--- src/rtl/blink_monitor.sv ---
// Blink monitor: times the half-periods of a blinking LED signal,
// locks onto a steady blink rate and flags a fault when lock is lost.
module blink_monitor #(
  parameter int CBITS  = 15,
  parameter int TOL    = 2,
  parameter int LOCK_N = 4
) (
  input  logic           clk,
  input  logic           rst,
  input  logic           led_in,
  input  logic           clr_err,
  output logic           edge_pulse,
  output logic [CBITS:0] half_period,
  output logic           locked,
  output logic           err_pulse,
  output logic           err_sticky
);

  localparam int EXP_HALF = 1 << CBITS;

  localparam logic [CBITS+1:0] LO =
    (CBITS+2)'(EXP_HALF - TOL);
  localparam logic [CBITS+1:0] HI =
    (CBITS+2)'(EXP_HALF + TOL);
  localparam logic [CBITS:0] TO_VAL =
    (CBITS+1)'(EXP_HALF + TOL);
  localparam logic [CBITS:0] CNT_MAX = '1;
  localparam logic [CBITS:0] CNT_ONE =
    (CBITS+1)'(1);

  typedef enum logic [1:0] {
    S_IDLE,
    S_SYNC,
    S_LOCKED,
    S_FAULT
  } state_e;

  state_e         state_q, state_d;
  logic           led_q, led_d;
  logic [CBITS:0] cnt_q, cnt_d;
  logic [3:0]     good_q, good_d;
  logic [CBITS:0] hp_q, hp_d;
  logic           ep_q, ep_d;
  logic           lk_q, lk_d;
  logic           err_q, err_d;
  logic           stk_q, stk_d;

  logic           edge_w;
  logic           good_w;
  logic           tout_w;
  logic           fault_w;
  logic [3:0]     gnext;

  always_comb begin
    led_d   = led_in;
    edge_w  = (led_in != led_q);
    good_w  = ({1'b0, cnt_q} >= LO) &&
              ({1'b0, cnt_q} <= HI);
    tout_w  = !edge_w && (cnt_q == TO_VAL);
    gnext   = good_q + 4'd1;
    fault_w = 1'b0;
    state_d = state_q;
    good_d  = good_q;

    if (edge_w)
      cnt_d = CNT_ONE;
    else if (cnt_q == CNT_MAX)
      cnt_d = cnt_q;
    else
      cnt_d = cnt_q + CNT_ONE;

    unique case (state_q)
      S_IDLE: begin
        if (edge_w) begin
          state_d = S_SYNC;
          good_d  = 4'd0;
        end
      end
      S_SYNC: begin
        if (edge_w) begin
          if (good_w) begin
            good_d = gnext;
            if (gnext >= 4'(LOCK_N))
              state_d = S_LOCKED;
          end else begin
            good_d = 4'd0;
          end
        end else if (tout_w) begin
          state_d = S_IDLE;
          good_d  = 4'd0;
        end
      end
      S_LOCKED: begin
        if ((edge_w && !good_w) || tout_w) begin
          state_d = S_FAULT;
          fault_w = 1'b1;
        end
      end
      S_FAULT: begin
        if (edge_w) begin
          state_d = S_SYNC;
          good_d  = 4'd0;
        end
      end
      default: state_d = S_IDLE;
    endcase

    // The first edge after idle only starts timing; nothing is reported
    ep_d  = edge_w && (state_q != S_IDLE);
    hp_d  = ep_d ? cnt_q : hp_q;
    lk_d  = (state_d == S_LOCKED);
    err_d = fault_w;
    stk_d = fault_w | (stk_q & ~clr_err);
  end

  always_ff @(posedge clk or negedge rst) begin
    if (!rst) begin
      state_q <= S_IDLE;
      led_q   <= 1'b0;
      cnt_q   <= '0;
      good_q  <= 4'd0;
      hp_q    <= '0;
      ep_q    <= 1'b0;
      lk_q    <= 1'b0;
      err_q   <= 1'b0;
      stk_q   <= 1'b0;
    end else begin
      state_q <= state_d;
      led_q   <= led_d;
      cnt_q   <= cnt_d;
      good_q  <= good_d;
      hp_q    <= hp_d;
      ep_q    <= ep_d;
      lk_q    <= lk_d;
      err_q   <= err_d;
      stk_q   <= stk_d;
    end
  end

  assign edge_pulse  = ep_q;
  assign half_period = hp_q;
  assign locked      = lk_q;
  assign err_pulse   = err_q;
  assign err_sticky  = stk_q;

endmodule

--- config.mk ---
export PLATFORM = sky130hd
export DESIGN_NAME = blink_monitor
export DESIGN_NICKNAME = d
export VERILOG_FILES = /design/src/rtl/blink_monitor.sv
export SDC_FILE = /design/constraint.sdc
export NUM_CORES = 1
export LEC_CHECK = 0
export BUFFER_PORTS_ARGS = -buffer_cell sky130_fd_sc_hd__buf_2
export CORE_MARGIN = 2
export CORE_UTILIZATION = 50
export DETAILED_ROUTE_END_ITERATION = 10
export PLACE_DENSITY = 0.69
export SETUP_SLACK_MARGIN = 0.5
export SLEW_MARGIN = 15
export SYNTH_ARGS = -nofsm -noshare
export SYNTH_HDL_FRONTEND = slang
export SYNTH_SLANG_ARGS = --single-unit
--- constraint.sdc ---
create_clock -name clk -period 2.2 [get_ports clk]
set_input_delay 0.44 -clock clk [delete_from_list [all_inputs] [get_ports clk]]
set_output_delay 0.44 -clock clk [all_outputs]
set_load 0.05 [all_outputs]
# --- After elaboration in Yosys (flattened, before gate mapping) ---
# Cells that the tools add are included.
# W data, S select, Z words.
totals:
  register_bits: 43
  out_inout_bits: 20
  elab_cells: 55
op_classes:
  addsub: 2
  magnitude_cmp: 3
  eq_ne: 10
  n_mux: 16
  bitwise_logic: 3
  n_reduce_logical: 12
op_table:
  columns: ["cell", "n"]
  rows:
  - ["$eq A16 B16 Y1 const B", 2]
  - ["$mux W16", 2]
  - ["$add A16 B1 Y16 const B", 1]
  - ["$ge A16 B15 Y1 const B", 1]
  - ["$le A16 B16 Y1 const B", 1]
  - ["$mux W4", 4]
  - ["$mux W2", 6]
  - ["$pmux W4 S2", 1]
  - ["$eq A2 B2 Y1 const B", 3]
  - ["$pmux W2 S3", 1]
  - ["$add A4 B1 Y4 const B", 1]
  - ["$ge A4 B3 Y1 const B", 1]
  - ["$logic_and A1 B1 Y1", 4]
  - ["$reduce_bool A2 Y1", 2]
  - ["$ne A3 B3 Y1 const B", 1]
  - ["$reduce_and A3 Y1", 1]
  - ["$eq A2 B1 Y1 const B", 1]
  - ["$logic_not A1 Y1", 2]
  - ["$logic_not A2 Y1", 1]
  - ["$mux W1", 2]
  - ["$ne A2 B1 Y1 const B", 1]
  - ["$ne A2 B2 Y1 const B", 1]
  - ["$reduce_or A2 Y1", 1]
  - ["$and A1 B1 Y1", 1]
  - ["other kinds (4)", 4]

# --- Logic depth before layout (Yosys ltp) ---
# Gate-level depths: netlist of run 1.
depth:
  ltp_word: 8
  depth_mapped: 7
  depth_no_buf: 7

# --- Worst setup path after synthesis of run 1 ---
# Ideal clock, no wire load.
synth_timing:
  path_type: "register to register"
  start: "reg cnt_q[10]"
  end: "reg good_q[3]"
  setup_time_ns: 0.092
  t_arrival_ns: 2.039
  setup_slack_ns: 0.069
  path_stages_with_launch: 6
  path_buffers: 0
  period_less_slack_ns: 2.131
  cell_sequence: "dfrtp_1 -> or4_4 -> or4_4 -> o32ai_4 -> nand2b_4 -> o31ai_2"
synth_via:
  elab_chain_len: 5
  word_cells_on_any_way: 10
  cone_classes: "order compare (2); eq/ne (2); mux (3); reduce/logical (3)"
synth_rtl:
  columns: ["element", "line", "text"]
  rows:
  - ["start, declared", "40", "logic [CBITS:0] cnt_q, cnt_d;"]
  - ["start signal, assigned", "130", "cnt_q <= cnt_d;"]
  - ["$ge A16 B15 Y1 / $le A16 B16 Y1 (equally long branches)", "57, 58", null]
  - ["$logic_and A1 B1 Y1", "57", "good_w = ({1'b0, cnt_q} >= LO) &&"]
  - ["$mux W4", "81", "if (good_w) begin"]
  - ["$mux W4", "80", "if (edge_w) begin"]
  - ["$pmux W4 S2", "72", "unique case (state_q)"]
  - ["end signal, assigned", "131", "good_q <= good_d;"]
  - ["end, declared", "41", "logic [3:0] good_q, good_d;"]
# Several ways; a longest one is shown, not always the timed one.
# A chain may end at the register's enable or synchronous reset.

# --- Worst setup path after layout of run 1 ---
layout_timing:
  start: "reg cnt_q[10]"
  end: "reg lk_q, in the netlist locked"
layout_via:
  elab_chain_len: 8
  word_cells_on_any_way: 14
  cone_classes: "order compare (2); eq/ne (2); mux (5); reduce/logical (5)"
layout_rtl:
  columns: ["element", "line", "text"]
  rows:
  - ["$ge A16 B15 Y1 / $le A16 B16 Y1 (equally long branches)", "57, 58", null]
  - ["$logic_and A1 B1 Y1", "57", null]
  - ["$logic_not A1 Y1", "94", "if ((edge_w && !good_w) || tout_w) begin"]
  - ["$logic_and A1 B1 Y1", "94", null]
  - ["$logic_or A1 B1 Y1", "94", null]
  - ["$mux W2", "94", null]
  - ["$pmux W2 S3 *", "72", null]
  - ["$eq A2 B2 Y1 *", "111", "lk_d = (state_d == S_LOCKED);"]
  - ["via lk_d", "44", "logic lk_q, lk_d;"]
  - ["end signal, assigned", "134", "lk_q <= lk_d;"]
  - ["end, declared", "44", null]
# Mark *: on every way through the listed nets, which the timed path passes. The rest lies on a longest branch.

==> results of run 1 <==
timing repair:
item	CTS	global route
hold buffers	0	0
setup buffers	7	5
pin swaps	9	19
cloned	0	0
resized for setup	19	45
endpoints found under the setup margin	22	25
synthesized netlist by cell type (all sizes together):
cell / number / area, µm²
mux2i: 1 / 10.0
nor2: 15 / 56.3
and2: 2 / 12.5
o211a: 1 / 10.0
o22ai: 2 / 12.5
and3b: 1 / 8.76
a21o: 3 / 22.5
nand2: 14 / 52.6
clkbuf: 1 / 3.75
o221ai: 2 / 17.5
or3b: 1 / 8.76
a211oi: 5 / 37.5
dfrtp: 43 / 1080
o21ai: 7 / 35.0
nor2b: 1 / 6.26
and4: 1 / 8.76
nand4: 5 / 31.3
xor2: 2 / 17.5
buf: 3 / 15.0
o31ai: 2 / 20.0
nor3: 5 / 25.0
nor4: 4 / 25.0
a31oi: 2 / 12.5
a211o: 2 / 17.5
nand2b: 3 / 26.3
o32ai: 2 / 36.3
a21oi: 5 / 25.0
mux2: 17 / 191
or3: 2 / 12.5
or4b: 2 / 23.8
a22o: 1 / 8.76
nand3: 7 / 35.0
nor4b: 2 / 17.5
ha: 6 / 75.1
a2bb2oi: 1 / 8.76
xnor2: 13 / 114
inv: 9 / 33.8
a22oi: 2 / 15.0
or4: 5 / 48.8
logic make-up (layout without fill, tap and decap cells):
| logic type | count (synthesis) | in the layout |
|---|---|---|
| DFF | 43 | 43 |
| xor gates and xnor gates | 15 | 15 |
| AOI/OAI and AO/OA | 37 | 37 |
| muxes | 18 | 18 |
| and+or+nand+nor | 70 | 70 |
| buffers and inverters | 13 | 79 |
| adders and majority gates | 6 | 6 |
per-layer routing:
metal / share of wire (%) / track usage (%) / wire (µm) / up-vias
met5: 0 / 0 / 0 / -
met4: 3.0 / 7.13 / 169 / 0
met3: 4.2 / 4.42 / 233 / 17
met2: 52 / 34.5 / 2890 / 58
met1: 41 / 29.3 / 2310 / 916
li1: - / - / - / 876
through the flow:
stage	worst slack, ps	hold slack (ps)	power, mW	utilization (%)
after floorplan	69.6	144	1.50	-
after global placement	73.7	455	1.68	60.3
after detailed placement	6.82	473	1.69	60.3
after CTS	32.8	219	2.28	66.8
after global routing	-90.3	236	2.46	73.1
final	-46.6	187	2.35	73.1
where the power goes:
| part | leakage (nW) | internal [mW] | switching (mW) |
|---|---|---|---|
| clock | 0.0515 | 0.287 | 0.269 |
| sequential | 0.583 | 0.869 | 0.0474 |
| combinational | 0.786 | 0.329 | 0.551 |
layout make-up:
type / instances / share of cell area, %
flip-flops and latches: 43 / 34.0
repair buffers: 62 / 15.1
inverters: 9 / 1.07
well taps: 52 / 2.06
clock buffers: 8 / 3.17
multi-input cells: 146 / 44.6
worst register-to-register path, stage by stage (launching register included):
cell and delay [ps]:
dfrtp_1 390, or4_4 580, or4_4 590, buf_6 150, o32ai_2 230, a22o_1 160
a21o_1 80
cell usage in the layout (no fill, tap or decap), types with 3 or more instances in the layout:
cell type | synthesis | routed
clkbuf_8 | 0 | 7
a211oi_2 | 0 | 3
nor2_1 | 15 | 13
ha_1 | 6 | 4
inv_1 | 9 | 8
nand4_1 | 5 | 5
nand3_1 | 7 | 5
buf_6 | 0 | 12
a21o_1 | 3 | 3
buf_2 | 3 | 23
nor3_4 | 0 | 3
buf_4 | 0 | 25
xnor2_1 | 13 | 12
mux2_2 | 17 | 17
nand2_1 | 14 | 11
dfrtp_1 | 43 | 43
or4_4 | 3 | 3
nor4_4 | 0 | 3
o21ai_0 | 4 | 3
a21oi_2 | 0 | 3
worst paths after layout:
check	slack, ps	end	startpoint
setup / recovery	-50	locked$_DFF_PN0_	cnt_q[10]$_DFFE_PN0P_
setup reg to reg	-50	locked$_DFF_PN0_	cnt_q[10]$_DFFE_PN0P_
hold / removal	190	led_q$_DFF_PN0_	rst
min in group clk	280	led_q$_DFF_PN0_	led_in
hold reg to reg	480	err_sticky$_DFF_PN0_	err_sticky$_DFF_PN0_
max in group asynchronous	1630	half_period[0]$_DFFE_PN0P_	rst
flip-flops by register name, summed over array words and instances (netlist names):
signal and cells:
cnt_q 16, edge_pulse 1, err_pulse 1, err_sticky 1, good_q 4, half_period 16
led_q 1, locked 1, state_q 2
==> summary.txt, run 1 <==
Outcome
  • Status: finished, violations left
  • Failing checks: setup timing

Yosys
  • Synth Area in Simple Gates: 18.0%
  • Synth Area in XOR/XNOR: between 5 and 6%
  • Synth Area in Adders: approximately 3.4%
  • Post-synthesis instance total: between 200 and 250
  • Mux share of post-synthesis cell area: slightly above 9%
  • Synth cell types: 45
  • Register area share after synthesis: around half
  • Main combinational cell family by area after synthesis: simple AND/OR/NAND/NOR gates
  • Warnings, synthesis: 0
  • Post-Syn Area: roughly 2200 µm²
  • Synth Area in Compound Gates: between 10% and 20%
  • Synth Register Bits: 43
  • Syn nets: approximately 210
  • Synth Area per Inst: between 10 and 15 µm²

Pwr
  • P per Cell Area: ~740 nW/µm²
  • Maximum vdd drop: 0.656 mV
  • Pleak: 1.42 nW

Die
  • Core ar.: around 4300 µm²
  • # IOs: 24
  • Die Y: 70.6 µm
  • Core Rows: 24
  • Starting density of the core: roughly half
  • Die Wd: a little over 70 µm
  • Die ar.: 4980 µm²

Timing
  • Final Slew Violations: 0
  • Setup violations, final: 2
  • Post-route setup TNS: -69.3 ps
  • Setup ws final: -46.6 ps
  • Layout Skew: 7.70 ps
  • Hold Vio Cnt, Final: 0
  • Final min period: ~2200 ps
  • Relative slew slack: a little under three fifths
  • Final Cycle Share: 102%
  • Worst-Margin Slew: ~640 ps
  • Unrepaired setup endpoints after global routing: yes
  • FMAX: about 0.45 GHz

Job
  • Max-cap violation count: 0

Route
  • Drt via density: between 5 and 6
  • DR vias: between 1500 and 2000
  • Antenna-violating nets left: 0
  • Wirelength per Cell: 17.5 µm
  • DRT iter0 DRCs: between 100 and 150
  • Total Wirelength: approximately 5600 µm
  • Residual DRC count: 0
  • First-pass iteration count of the detailed router: 4

Critical path
  • Family with the most delay on the worst path: simple AND/OR/NAND/NOR gates
  • Most common cell on crit path: or4_4
  • Worst Path Required: 2440 ps
  • R2R depth: 6
  • WP data arrival: approximately 2500 ps
  • CP Buf/Inv Count: 1
  • Max incr delay on CP: 590 ps
  • Worst setup path class: flop to flop
  • Critical Path Stages: 6
  • Startpoint types: flop
  • Crit-path cells: or4_4 -> or4_4 -> buf_6 -> o32ai_2 -> a22o_1 -> a21o_1
  • Worst Setup End Kind: flop
  • CP Max Fanout: 4
  • Crit-path slowest cell: or4_4

Layout
  • Register Area: approximately 1100 µm²
  • Nets: about 280
  • Final cell count without fillers: 320
  • Post-route cell area: 3160 µm²
  • Fillers: 298
  • Area grow syn2layout: 42.8%
  • Layout cells sized above 1: around half
  • Multi-input gate area: 1410 µm²
  • ANT cells: 0

GRT
  • Tot GR Track Use: a little over a fifth
  • Antenna violations before repair: 0
  • Vias in the first global route: 1740
  • Largest net degree at the start of global routing: 44
  • First-pass GRT wire length: ~8400 µm
  • Gr ovfl total: 0

CTS
  • CTS tree: built
  • CTS Sinks: between 40 and 50
  • Total CTS buffers: 5
  • CTS H-tree depth: 2
  • Clk_lat worst skew: approximately 300 ps
  • Clk slew on worst S/H paths: approximately 80 ps
  • Clock Path Buffers: 2
  • Root Buffer: clkbuf_8

Worst hold path
  • HP Class: input pin to asynchronous set/reset pin

Placement
  • Dpl hpwl: 3360 µm
  • Placed insts: 300
  • Gpl congestion: approximately 0.87
  • Port buffer count: 23
  • Placement Cell Area: 2610 µm²
Note: power is estimated with default switching activity, not from simulation.
==> run 2, diff against run 1 <==
Settings changed: CORE_MARGIN 2 to 5.
==> run 2 against run 1 <==
The flow now finishes without violations; cell count rose by 0.94%; critical path depth fell by 1; final area fell by 2.2%; sequential power is essentially flat; first-iteration DRC count is 37% lower; hold slack got worse by 150 ps; highest routed layer unchanged.
==> summary.txt, run 2 (same netlist as run 1, synthesis figures left out) <==
Outcome
  • Status: completed

Worst hold path
  • HP Class: input pin to asynchronous set/reset pin

Pwr
  • Total Power: 2.31 mW (-2.0%)
  • Flop pwr share: 39.9% (+0.9 points)
  • NetSw: 0.858 mW (-1.1%)
  • Maximum vdd drop: 0.578 mV (-12%)
  • P per Cell Area: 745 nW/µm² (+0.19%)
  • Int Power: 1.45 mW (-2.5%)
  • Sw Ratio: 37.2% (+0.34 points)
  • Clock Power Share: 22.0% (-1.6 points)
  • Pleak: 1.43 nW (+0.93%)
  • Gate power share: 38.1% (+0.7 points)

Route
  • Total Wirelength: 5720 µm (+2.0%)
  • Drt via density: 5.77 (-1.1%)
  • DR vias: 1863 (-0.21%)
  • DRT iter0 DRCs: 77 (-37%)
  • First-pass iteration count of the detailed router: 4 (unchanged)
  • Antenna-violating nets left: 0 (unchanged)
  • Residual DRC count: 0 (unchanged)
  • Wirelength per Cell: 17.7 µm (+1.1%)

Layout
  • Most common cell after layout, fill and taps aside: dfrtp_1
  • Nets: 281 (+1.4%)
  • Commonest non-fill, non-tap cells in the layout: dfrtp_1, buf_4, buf_2
  • Area grow syn2layout: 39.7%
  • Fillers: 303 (+1.7%)
  • ANT cells: 0 (unchanged)
  • Register Area: 1080 µm² (unchanged)
  • Layout cells sized above 1: 47.6% (-2.0 points)
  • Multi-input gate area: 1350 µm² (-4.2%)

CTS
  • Root Buffer: clkbuf_8
  • CTS tree: built
  • Clk_lat worst skew: 300 ps (about the same)
  • CTS Sinks: 43 (unchanged)
  • Total CTS buffers: 5 (unchanged)
  • Clock Path Buffers: 2 (unchanged)
  • Clk slew on worst S/H paths: 80 ps (about the same)
  • CTS H-tree depth: 2 (unchanged)

Timing
  • Hold Vio Cnt, Final: 0 (unchanged)
  • Relative slew slack: 67.3% (+9.8 points)
  • Unrepaired setup endpoints after global routing: yes
  • Final min period: 2180 ps (-63.5 ps)
  • Setup ws final: 16.8 ps (+63.5 ps)
  • Setup violations, final: 0 (-2)
  • Final Cycle Share: 99.2% (-2.9 points)
  • Final Slew Violations: 0 (unchanged)
  • Layout Skew: 7.79 ps (+0.0911 ps)
  • FMAX: 0.458 GHz (+2.9%)
  • Worst-Margin Slew: 488 ps (-147 ps)

GRT
  • First-pass GRT wire length: 9280 µm (+10%)
  • Gr ovfl total: 0 (unchanged)
  • Antenna violations before repair: 0 (unchanged)
  • Largest net degree at the start of global routing: 17 (-61%)
  • Met1 usage: 23.4% (-5.9 points)
  • Met3 Use GR: 4.73% (+0.31 points)
  • Vias in the first global route: 1907 (+9.6%)
  • Tot GR Track Use: 19.9% (-1.6 points)
  • GRT met2 Usage: 33.9% (-0.58 points)
  • GR peak layer: met2

Critical path
  • CP Max Fanout: 4 (unchanged)
  • WP data arrival: 2400 ps (-90 ps)
  • Worst Setup End Kind: flop
  • Startpoint types: flop
  • Worst Path Required: 2420 ps (-20 ps)
  • Worst setup path class: flop to flop

Job
  • Max-cap violation count: 0 (unchanged)

Placement
  • Port buffer count: 23 (unchanged)
  • Dpl ws: 55.9 ps (+49.0 ps)
  • Dpl hpwl: 3750 µm (+12%)
  • Gpl congestion: 0.809 (-7.4%)

Die
  • Die Y: 76.6 µm (+8.5%)
  • # IOs: 24 (unchanged)
  • Core Rows: 24 (unchanged)
  • Starting density of the core: 51.2% (unchanged)
  • Core ar.: 4320 µm² (unchanged)
  • Die Wd: 76.6 µm (+8.5%)
  • Die ar.: 5860 µm² (+18%)
==> run 2: final timing paths <==
| path | from | endpoint | depth (start not counted) | slack (ps) |
|---|---|---|---|---|
| max | cnt_q[9]$_DFFE_PN0P_ | good_q[3]$_DFFE_PN0P_ | 5 | 20 |
| min | rst | cnt_q[4]$_DFFE_PN0P_ | 1 | 30 |
| max reg2reg | cnt_q[9]$_DFFE_PN0P_ | good_q[3]$_DFFE_PN0P_ | 5 | 20 |
| min reg2reg | err_sticky$_DFF_PN0_ | err_sticky$_DFF_PN0_ | 1 | 490 |
| max in group asynchronous | rst | half_period[14]$_DFFE_PN0P_ | 2 | 1640 |
| min in group clk | led_in | led_q$_DFF_PN0_ | 1 | 300 |
==> run 2: cell type report <==
class	count	area share, %
clock inverters	1	0.162
flip-flops and latches	43	34.8
repair buffers	66	15.5
inverters	9	1.09
clock buffers	6	2.67
well taps	52	2.10
multi-input cells	146	43.6
==> run 2: routing by layer <==
| layer | wire length (µm) | part of all wire (%) |
|---|---|---|
| met5 | 0 | 0 |
| met4 | 189 | 3.3 |
| met3 | 234 | 4.1 |
| met2 | 2970 | 52 |
| met1 | 2330 | 41 |
==> run 2: what timing repair did <==
action | CTS | global route
pin swaps | 9 | 22
hold buffers | 0 | 0
endpoints found under the setup margin | 33 | 25
setup buffers | 5 | 10
resized for setup | 10 | 38
==> run 2: through the flow <==
step	std cells	cell area (µm²)	hold WS, ps	TNS (ps)	util, %
3_5_place_dp	301	2620	363	0	60.5
2_1_floorplan	202	2240	144	0	-
4_1_cts	313	2810	34.4	0	65.0
6_report	323	3090	34.1	0	71.5
5_1_grt	323	3090	46.8	-68.9	71.5
3_3_place_gp	301	2620	363	0	60.5
==> run 2: power by group through the flow <==
stage / sequential [mW] / combinational (mW) / clock, mW
6_report: 0.919 / 0.879 / 0.508
5_1_grt: 0.930 / 0.952 / 0.563
4_1_cts: 0.917 / 0.835 / 0.524
3_5_place_dp: 0.933 / 0.790 / 0
3_3_place_gp: 0.929 / 0.766 / 0
2_1_floorplan: 1.11 / 0.388 / 0
==> run 2: worst max-delay path, cell delays in order (launching register included) <==
cell and delay (ps):
dfrtp_1 390, or4_4 560, or4_4 590, o32ai_4 310
nand2b_4 100, o31ai_2 170
